### src/rtl/midi_rx_if.sv
// MIDI receiver bus: serial line in, note/velocity/gate/strobe outputs out.
// The receiver uses the master modport; the consumer uses the slave modport.
interface midi_rx_if;
    logic       rx_i;
    logic [7:0] note_o;
    logic [6:0] velocity_o;
    logic       gate_o;
    logic       nrstPhase_o;
    logic       frameErr_o;

    modport master (
        input  rx_i,
        output note_o,
        output velocity_o,
        output gate_o,
        output nrstPhase_o,
        output frameErr_o
    );

    modport slave (
        output rx_i,
        input  note_o,
        input  velocity_o,
        input  gate_o,
        input  nrstPhase_o,
        input  frameErr_o
    );
endinterface

### src/rtl/midi_rx.sv
// MIDI UART receiver with monophonic Note On/Off parser and running status.
// Define MIDI_OMNI_EN to accept Note On/Off on all 16 channels.
module midi_rx #(
    parameter int CLK_HZ  = 10000000,
    parameter int BAUD    = 31250,
    parameter int CHANNEL = 0
) (
    input  logic      clk_i,
    input  logic      nrst_i,
    midi_rx_if.master bus
);

    localparam int BIT_CNT = CLK_HZ / BAUD;
    localparam int CNT_W   = $clog2(BIT_CNT);
    localparam logic [CNT_W-1:0] FULL_LD = CNT_W'(BIT_CNT - 1);
    localparam logic [CNT_W-1:0] HALF_LD = CNT_W'(BIT_CNT / 2 - 1);
    localparam logic [3:0]       CHAN    = 4'(CHANNEL);

    typedef enum logic [2:0] {
        S_IDLE,
        S_START,
        S_DATA,
        S_STOP,
        S_WAIT_IDLE
    } rx_state_t;

    typedef enum logic [1:0] {
        RS_NONE,
        RS_IGNORE,
        RS_ON,
        RS_OFF
    } run_status_t;

    // Line synchroniser and edge detector
    logic sync1;
    logic sync2;
    logic line_prev;
    logic fall;

    always_ff @(posedge clk_i or negedge nrst_i) begin
        if (!nrst_i) begin
            sync1     <= 1'b1;
            sync2     <= 1'b1;
            line_prev <= 1'b1;
        end else begin
            sync1     <= bus.rx_i;
            sync2     <= sync1;
            line_prev <= sync2;
        end
    end

    assign fall = line_prev & ~sync2;

    // Receiver FSM
    rx_state_t        state;
    rx_state_t        state_n;
    logic [CNT_W-1:0] cnt;
    logic [CNT_W-1:0] cnt_n;
    logic [2:0]       bit_idx;
    logic [2:0]       bit_idx_n;
    logic [7:0]       shreg;
    logic [7:0]       shreg_n;
    logic             stop_ok;
    logic             stop_ok_n;
    logic             frame_err;
    logic             frame_err_n;
    logic             byte_stb;
    logic             tick;

    assign tick = (cnt == '0);

    always_ff @(posedge clk_i or negedge nrst_i) begin
        if (!nrst_i) begin
            state     <= S_IDLE;
            cnt       <= '0;
            bit_idx   <= '0;
            shreg     <= '0;
            stop_ok   <= 1'b0;
            frame_err <= 1'b0;
            byte_stb  <= 1'b0;
        end else begin
            state     <= state_n;
            cnt       <= cnt_n;
            bit_idx   <= bit_idx_n;
            shreg     <= shreg_n;
            stop_ok   <= stop_ok_n;
            frame_err <= frame_err_n;
            byte_stb  <= stop_ok;
        end
    end

    always_comb begin
        state_n     = state;
        cnt_n       = cnt;
        bit_idx_n   = bit_idx;
        shreg_n     = shreg;
        stop_ok_n   = 1'b0;
        frame_err_n = 1'b0;
        case (state)
            S_IDLE: begin
                if (fall) begin
                    state_n = S_START;
                    cnt_n   = HALF_LD;
                end
            end
            S_START: begin
                if (!tick) begin
                    cnt_n = cnt - 1'b1;
                end else if (!sync2) begin
                    state_n   = S_DATA;
                    cnt_n     = FULL_LD;
                    bit_idx_n = '0;
                end else begin
                    state_n = S_IDLE;
                end
            end
            S_DATA: begin
                if (!tick) begin
                    cnt_n = cnt - 1'b1;
                end else begin
                    shreg_n = {sync2, shreg[7:1]};
                    cnt_n   = FULL_LD;
                    if (bit_idx == 3'd7) begin
                        state_n = S_STOP;
                    end else begin
                        bit_idx_n = bit_idx + 1'b1;
                    end
                end
            end
            S_STOP: begin
                if (!tick) begin
                    cnt_n = cnt - 1'b1;
                end else if (sync2) begin
                    stop_ok_n = 1'b1;
                    state_n   = S_IDLE;
                end else begin
                    frame_err_n = 1'b1;
                    state_n     = S_WAIT_IDLE;
                end
            end
            S_WAIT_IDLE: begin
                if (sync2) begin
                    state_n = S_IDLE;
                end
            end
            default: begin
                state_n = S_IDLE;
            end
        endcase
    end

    // Byte classification; shreg stays stable for many cycles after the stop bit
    logic is_realtime;
    logic is_system;
    logic chan_ok;

    assign is_realtime = (shreg[7:3] == 5'b11111);
    assign is_system   = (shreg[7:4] == 4'hF);
`ifdef MIDI_OMNI_EN
    assign chan_ok = 1'b1;
`else
    assign chan_ok = (shreg[3:0] == CHAN);
`endif

    // Note parser
    run_status_t run_status;
    logic        data_idx;
    logic [6:0]  key;
    logic [6:0]  note;
    logic [6:0]  velocity;
    logic        gate;
    logic        phase_rst;

    always_ff @(posedge clk_i or negedge nrst_i) begin
        if (!nrst_i) begin
            run_status <= RS_NONE;
            data_idx   <= 1'b0;
            key        <= '0;
            note       <= '0;
            velocity   <= '0;
            gate       <= 1'b0;
            phase_rst  <= 1'b0;
        end else begin
            phase_rst <= 1'b0;
            if (byte_stb && !is_realtime) begin
                if (shreg[7]) begin
                    data_idx <= 1'b0;
                    if (is_system) begin
                        run_status <= RS_NONE;
                    end else if (shreg[7:4] == 4'h9 && chan_ok) begin
                        run_status <= RS_ON;
                    end else if (shreg[7:4] == 4'h8 && chan_ok) begin
                        run_status <= RS_OFF;
                    end else begin
                        run_status <= RS_IGNORE;
                    end
                end else if (run_status == RS_ON || run_status == RS_OFF) begin
                    if (!data_idx) begin
                        key      <= shreg[6:0];
                        data_idx <= 1'b1;
                    end else begin
                        data_idx <= 1'b0;
                        // Running status is kept so further data pairs repeat the message
                        if (run_status == RS_ON && shreg[6:0] != '0) begin
                            note      <= key;
                            velocity  <= shreg[6:0];
                            gate      <= 1'b1;
                            phase_rst <= 1'b1;
                        end else if (gate && key == note) begin
                            gate <= 1'b0;
                        end
                    end
                end
            end
        end
    end

    assign bus.note_o      = {1'b0, note};
    assign bus.velocity_o  = velocity;
    assign bus.gate_o      = gate;
    assign bus.nrstPhase_o = phase_rst;
    assign bus.frameErr_o  = frame_err;

endmodule

### src/flat_wrapper.sv
// flat-port wrapper written by rule: the top's interface ports become plain ports
module midi_rx_flat 
#(
    parameter int CLK_HZ  = 10000000,
    parameter int BAUD    = 31250,
    parameter int CHANNEL = 0
)
  (clk_i, nrst_i, bus_rx_i, bus_note_o, bus_velocity_o, bus_gate_o, bus_nrstPhase_o, bus_frameErr_o);
  midi_rx_if bus_i ();
  input  logic clk_i;
  input  logic nrst_i;
  input wire logic [$bits(bus_i.rx_i)-1:0] bus_rx_i;
  output wire logic [$bits(bus_i.note_o)-1:0] bus_note_o;
  output wire logic [$bits(bus_i.velocity_o)-1:0] bus_velocity_o;
  output wire logic [$bits(bus_i.gate_o)-1:0] bus_gate_o;
  output wire logic [$bits(bus_i.nrstPhase_o)-1:0] bus_nrstPhase_o;
  output wire logic [$bits(bus_i.frameErr_o)-1:0] bus_frameErr_o;
  assign bus_i.rx_i = bus_rx_i;
  assign bus_note_o = bus_i.note_o;
  assign bus_velocity_o = bus_i.velocity_o;
  assign bus_gate_o = bus_i.gate_o;
  assign bus_nrstPhase_o = bus_i.nrstPhase_o;
  assign bus_frameErr_o = bus_i.frameErr_o;
  midi_rx #(.CLK_HZ(CLK_HZ), .BAUD(BAUD), .CHANNEL(CHANNEL)) u_core (.clk_i(clk_i), .nrst_i(nrst_i), .bus(bus_i));
endmodule
### config.mk
export PLATFORM = sky130hd
export DESIGN_NAME = midi_rx_flat
export DESIGN_NICKNAME = d
export VERILOG_FILES = /design/src/rtl/midi_rx_if.sv /design/src/rtl/midi_rx.sv /design/src/flat_wrapper.sv
export SDC_FILE = /design/constraint.sdc
export NUM_CORES = 1
export LEC_CHECK = 0
export ABC_CLOCK_PERIOD_IN_PS = 2810
export CORE_MARGIN = 1
export CORE_UTILIZATION = 55
export CTS_CLUSTER_DIAMETER = 150
export CTS_CLUSTER_SIZE = 40
export DETAILED_ROUTE_END_ITERATION = 7
export PLACE_DENSITY_LB_ADDON = 0.2
export SLEW_MARGIN = 20
export SYNTH_ARGS = -nofsm -noshare
export SYNTH_HDL_FRONTEND = slang
export SYNTH_SLANG_ARGS = --single-unit
### constraint.sdc
create_clock -name clk_i -period 2.81 [get_ports clk_i]
set_input_delay 0.562 -clock clk_i [delete_from_list [all_inputs] [get_ports clk_i]]
set_output_delay 0.562 -clock clk_i [all_outputs]
set_load 0.01 [all_outputs]
==> flow_summary_export.csv <==
group,metric,value,unit
run_status,outcome,"finished clean",
drt,drt_iter0_drc,107,
timing,tns,0,ps
placed_design,gp_congestion,0.8905,
finish,drive_gt1_share,22.94,%
floorplan,ios,21,
finish,finish.net_count,236,
finish,syn2layout_area_growth,13.29,%
global_routing,grt_max_degree,21,
critical_path,crit_fanout,10,
clock_network,cts.clk_slew.worst_paths,100,ps
global_routing,grt_use_total,21.88,%
floorplan,dieWidth,69.98,um
critical_path,worstPathArrival,2620,ps
global_routing,antenna_found_initial,0,
global_routing,grt_pass1_vias,1821,
clock_network,cts_resized,0,
logic_synthesis,yosys_most_used_dff,"dfrtp_1",
finish,antenna_cells,0,
logic_synthesis,syn_nets,213,
global_routing,use_met3,4.618,%
logic_synthesis,synthArstFlopShare,100.0,%
global_routing,grt_busiest_layer,"met2",
logic_synthesis,synth-seq-cells,55,
timing,period_minus_slack,2442,ps
logic_synthesis,synthesis.area,2541,um^2
drt,drc,0,
hold_path,hp-class,"in2async",
placed_design,portBuffers,19,
timing,finalCritPeriodShare,86.89,%
clock_network,cts_setup_buffers,0,
global_routing,grt_pass1_wl,8.528,mm
logic_synthesis,syn_inst,207,
critical_path,endpoint_kind,"flip-flop",
global_routing,met2_usage,37.07,%
finish,fill_cells,319,
timing,hold_violations,0,
drt,vias,1741,
finish,multi_input_area,1107,um^2
finish,layout_commonest_cell,"dfrtp_1",
global_routing,gr-usage-met1,27.49,%
clock_network,cts_root_buf,"clkbuf_8",
floorplan,start_util,57.96,%
power_and_ir_drop,leakage,0.001354,uW
drt,routed_via_density,6.152,
logic_synthesis,yosysWarnings,0,
floorplan,die_h,69.98,um
drt,final_antenna_net_count,0,
timing,rsz0062_at_grt,"false",
timing,slew-limit-headroom,46.59,%
timing,fmax,409.6,MHz
flow_run,drv_cap,0,
critical_path,startpoint_type,"flip-flop",
global_routing,overflow,0,
placed_design,place_inst,275,
floorplan,rows,24,
drt,wl,4.721,mm
logic_synthesis,seq_area_frac_synth,54.31,%
critical_path,path_class,"reg2reg",
drt,drtPass1Iterations,4,
logic_synthesis,syn_area_per_cell,12.28,um^2
timing,hold_slack,182.0,ps
power_and_ir_drop,power_density,575.5,nW/um^2
logic_synthesis,synth_edf_count,0,
finish,seq_area,1380,um^2
floorplan,core_area,4384,um^2
timing,skew,12.32,ps
timing,setup_violations,0,
timing,worst_pin_slew,798.7,ps
critical_path,required,2990,ps
finish,fin_cells,283,
clock_network,hold_buffers,0,
power_and_ir_drop,peakVddDrop,0.0003438,V
clock_network,clock_latency,300,ps
clock_network,cts_tree,"done",
timing,maxSlewViolCount,0,
placed_design,place_hpwl,3.455,mm
finish,final_cell_mix,"dfrtp_1 (52), mux2_2 (29), clkdlybuf4s50_1 (18)",
clock_network,cts_sinks,55,
clock_network,h-tree-depth,2,
drt,routedWlPerCell,16.68,um
clock_network,cts.path.max_buffers,2,
floorplan,dieArea,4897,um^2
finish,utilization,65.67,%
clock_network,cts_buffers,5,
logic_synthesis,synth_cell_types,53,
-- routing by layer --
metal / vias up / wire length (um)
li1: 814 / -
met1: 868 / 2089
met2: 49 / 2394
met3: 10 / 160
met4: 0 / 77
met5: - / 0
-- cells in the mapped netlist (all sizes together) (2+ instances only) --
| cell type | number | area (um^2) |
|---|---|---|
| nor3b | 2 | 15.01 |
| mux2i | 2 | 20.02 |
| dfrtp | 52 | 1301 |
| nand2 | 7 | 26.28 |
| xor2 | 6 | 52.55 |
| nor3 | 6 | 41.29 |
| a21o | 2 | 15.01 |
| nand4b | 4 | 35.03 |
| clkbuf | 5 | 18.77 |
| a22o | 2 | 17.52 |
| or4 | 2 | 16.27 |
| a21oi | 7 | 35.03 |
| buf | 3 | 23.77 |
| dfstp | 3 | 78.83 |
| nand3 | 8 | 40.04 |
| a211oi | 4 | 35.03 |
| o21ai | 10 | 50.05 |
| or3 | 2 | 13.77 |
| mux2 | 31 | 352.8 |
| nor4 | 5 | 46.29 |
| inv | 5 | 18.77 |
| o31ai | 2 | 15.01 |
| o211a | 3 | 30.03 |
| or3b | 2 | 17.52 |
| and3b | 2 | 17.52 |
| ha | 3 | 37.54 |
| nor2 | 11 | 41.29 |
-- cells by family after synthesis --
group / Yosys count / share of synthesized area (%)
other: 1 / 0.1476
flip-flops: 55 / 54.31
AO/OA/AOI/OAI: 38 / 10.44
AND/OR/NAND/NOR: 57 / 14.13
adder cells (fa/ha/maj): 3 / 1.477
XOR/XNOR: 7 / 2.413
buffers and inverters: 13 / 2.413
multiplexers: 33 / 14.67
-- path summary, 6_finish.rpt --
| path | from | to | slack, ps | cells past startpoint |
|---|---|---|---|---|
| setup reg to reg | u_core.cnt[0] | u_core.shreg[7] | 370 | 5 |
| hold / removal | nrst_i | u_core.run_status[0] | 180 | 1 |
| setup / recovery | u_core.cnt[0] | u_core.shreg[7] | 370 | 5 |
| hold reg to reg | u_core.stop_ok | u_core.byte_stb | 360 | 0 |
| min in group clk_i | u_core.stop_ok | u_core.byte_stb | 360 | 0 |
| max in group asynchronous | nrst_i | u_core.cnt[8] | 2010 | 2 |
-- sequential cells by signal, indices dropped and copies added, names as in the netlist --
signal / count
u_core.bus.frameErr_o: 1
u_core.sync1: 1
u_core.state: 3
u_core.bus.nrstPhase_o: 1
u_core.line_prev: 1
u_core.shreg: 8
u_core.key: 7
u_core.note: 7
u_core.sync2: 1
u_core.bus.velocity_o: 7
u_core.byte_stb: 1
u_core.cnt: 9
u_core.data_idx: 1
u_core.bit_idx: 3
u_core.run_status: 2
u_core.bus.gate_o: 1
u_core.stop_ok: 1
-- cell type report --
cell class | instances | area share, %
timing repair buffer | 24 | 7.736
tap | 52 | 2.260
clock inverter | 2 | 0.4346
sequential | 55 | 47.94
clock buffer | 6 | 2.521
multi-input combinational | 139 | 38.46
inverter | 5 | 0.6519
-- critical path, cell delays in order (launching register included) --
cell and delay, ps:
dfrtp_1 410, inv_1 70, ha_1 220, or4b_1 620, nor4_4 620, mux2_2 400
-- power breakdown --
part	switching [uW]	total, uW	internal [uW]
registers	110	971	861
logic	151	271	119
clock network	240	415	175
total	502	1660	1150
-- stage by stage --
stage	setup WS (ps)	instance area (um^2)	power (uW)
final	368.4	2879	1657
after global routing	221.6	2879	1762
after CTS	368.5	2879	1670
after detailed placement	361.2	2794	1256
after global placement	456.5	2786	1225
after floorplan	617.6	2541	1157
Power figures use the tool's default switching activity.
==> RTL change (config.mk and constraints unchanged) <==
The option `MIDI_OMNI_EN` is turned on by a define.
--- a/src/rtl/midi_rx.sv
+++ b/src/rtl/midi_rx.sv
@@ -1,5 +1,7 @@
 // MIDI UART receiver with monophonic Note On/Off parser and running status.
 // Define MIDI_OMNI_EN to accept Note On/Off on all 16 channels.
+`define MIDI_OMNI_EN
+
 module midi_rx #(
     parameter int CLK_HZ  = 10000000,
     parameter int BAUD    = 31250,
Behaviour: no difference found for any inputs over 10 cycles, from zero or initial values and one cycle with nrst_i low; that may be too few to reach the edited logic, so the function may still have changed.
==> RTL change against the unedited design <==
Final area rose by 0.65%; power grew 6.9%; clock power rose by 29%; sequential cell count stayed put; worst setup slack improved by 170 ps; area after synthesis down 0.15%; sequential share of layout area is 0.31 points lower; routed wire length is 7.4% higher; maximum frequency is 7.5% higher; largest cell class unchanged.
==> RTL change: results <==
set metrics [dict create \
    status "complete, no violations" \
    p_leak_nw 1.31 \
    drt-initial-drc-count 133 \
    critPathSlowestCell "a311oi_2" \
    numCtsBuffers 5 \
    crit_family "compound AO/OA/AOI/OAI gates" \
    synthesis.nets 217 \
    p_switching_mw 0.509 \
    first_pass_iters 4 \
    ir_worst_vdd_mv 0.335 \
    power_frac_clock_pct 30.1 \
    clkTransAtPathRegs_ps 100 \
    yosys_warnings 0 \
    p_comb_share_pct 15.2 \
    post_cts_resized 0 \
    placed_area_um2 2780 \
    synth_mux_area_share_pct 14.6 \
    nets 240 \
    critPathLaunch "u_core.shreg[7]" \
    grt_max_degree 39 \
    wl_per_cell_um 17.7 \
    finClkSkew_ps 9.76 \
    antenna_found_initial 0 \
    cts_max_level 2 \
    endpoint "u_core.bus.velocity_o[3]" \
    clock_path_buffers 2 \
    synth_adder_area_share_pct 1.48 \
    synth_xor_area_share_pct 2.42 \
    port_buffers 19 \
    postCtsSetupBuffers 0 \
    reg2reg_slack_ps 540 \
    worstSkewPairLatency_ps 310 \
    drc 0 \
    antennaDiodeCount 0 \
    grt_pass1_wl_mm 8.83 \
    async_reset_ff_share_pct 100 \
    track_usage_pct 22.9 \
    drv_cap 0 \
    layout-drive-gt1-share_pct 22.6 \
    vias 1777 \
    synth_compound_area_share_pct 11.0 \
    yosys-top-cells-area "dfrtp_1, mux2_2, dfstp_2" \
    tightest_slew_ps 853 \
    slowest_delay_ps 590 \
    gp_congestion 0.923 \
    fill_cells 328 \
    synth_commonest_cells "dfrtp_1, mux2_2, nor2_1, a21oi_1" \
    synth.distinct_cells 51 \
    ys_seq_area_share_pct 54.4 \
    dpl.hpwl_mm 3.67 \
    rr_worst_depth 4 \
    crit_fanout 10 \
]
RTL change: cell types whose count changed after synthesis, moves of 3 or more:
cell	delta
xnor2_1	+6
and3_1	+6
mux2_2	+3
nor2_1	+3
nor4_1	-3
o21ai_0	-6
o211a_1	-3
nand3_1	-5
xor2_1	-6
o21a_1	+3
a21oi_1	+5
RTL change: worst min-delay path by stage:
stage / startpoint / endpoint / slack (ps) / cells after the start
finish: nrst_i / u_core.bus.frameErr_o / 170 / 1
global route: nrst_i / u_core.bus.frameErr_o / 190 / 1
CTS: nrst_i / u_core.bus.frameErr_o / 180 / 1
detailed placement: u_core.stop_ok / u_core.byte_stb / 350 / 0
global placement: u_core.stop_ok / u_core.byte_stb / 340 / 0
floorplan: nrst_i / u_core.bit_idx[0] / 270 / 0
RTL change: cell families (layout without fill, tap and decap cells):
kind of cell,Yosys count,in the layout
flip-flops,55,55
adder cells (fa/ha/maj),3,3
AO/OA/AOI/OAI,40,40
other,1,1
multiplexers,33,33
XOR/XNOR,7,7
AND/OR/NAND/NOR,60,60
buffers and inverters,12,36
RTL change: routing by layer:
metal	global-route usage [%]	wire length [um]
met5	0	0
met3	3.90	227
met1	31.0	2260
met2	37.8	2490
met4	7.56	85
RTL change: final cells by class:
class                      count  area, um^2  area share (%)
clock buffer                   5        68.8            2.37
clock inverter                 3        46.3            1.60
inverter                       4        15.0           0.518
multi-input combinational    144        1100            38.0
sequential                    55        1380            47.6
tap                           52        65.1            2.25
timing repair buffer          24         223            7.69
RTL change: metrics by stage:
stage                     setup slack (ps)  hold WS (ps)  instances  power (mW)  utilization, %
after floorplan                        833           266        211        1.15               -
after global placement                 622           342        279        1.23            63.5
after detailed placement               534           345        279        1.25            63.5
after CTS                              522           176        287        1.78            66.1
after global routing                   408           194        287        1.87            66.1
final                                  539           167        287        1.77            66.1
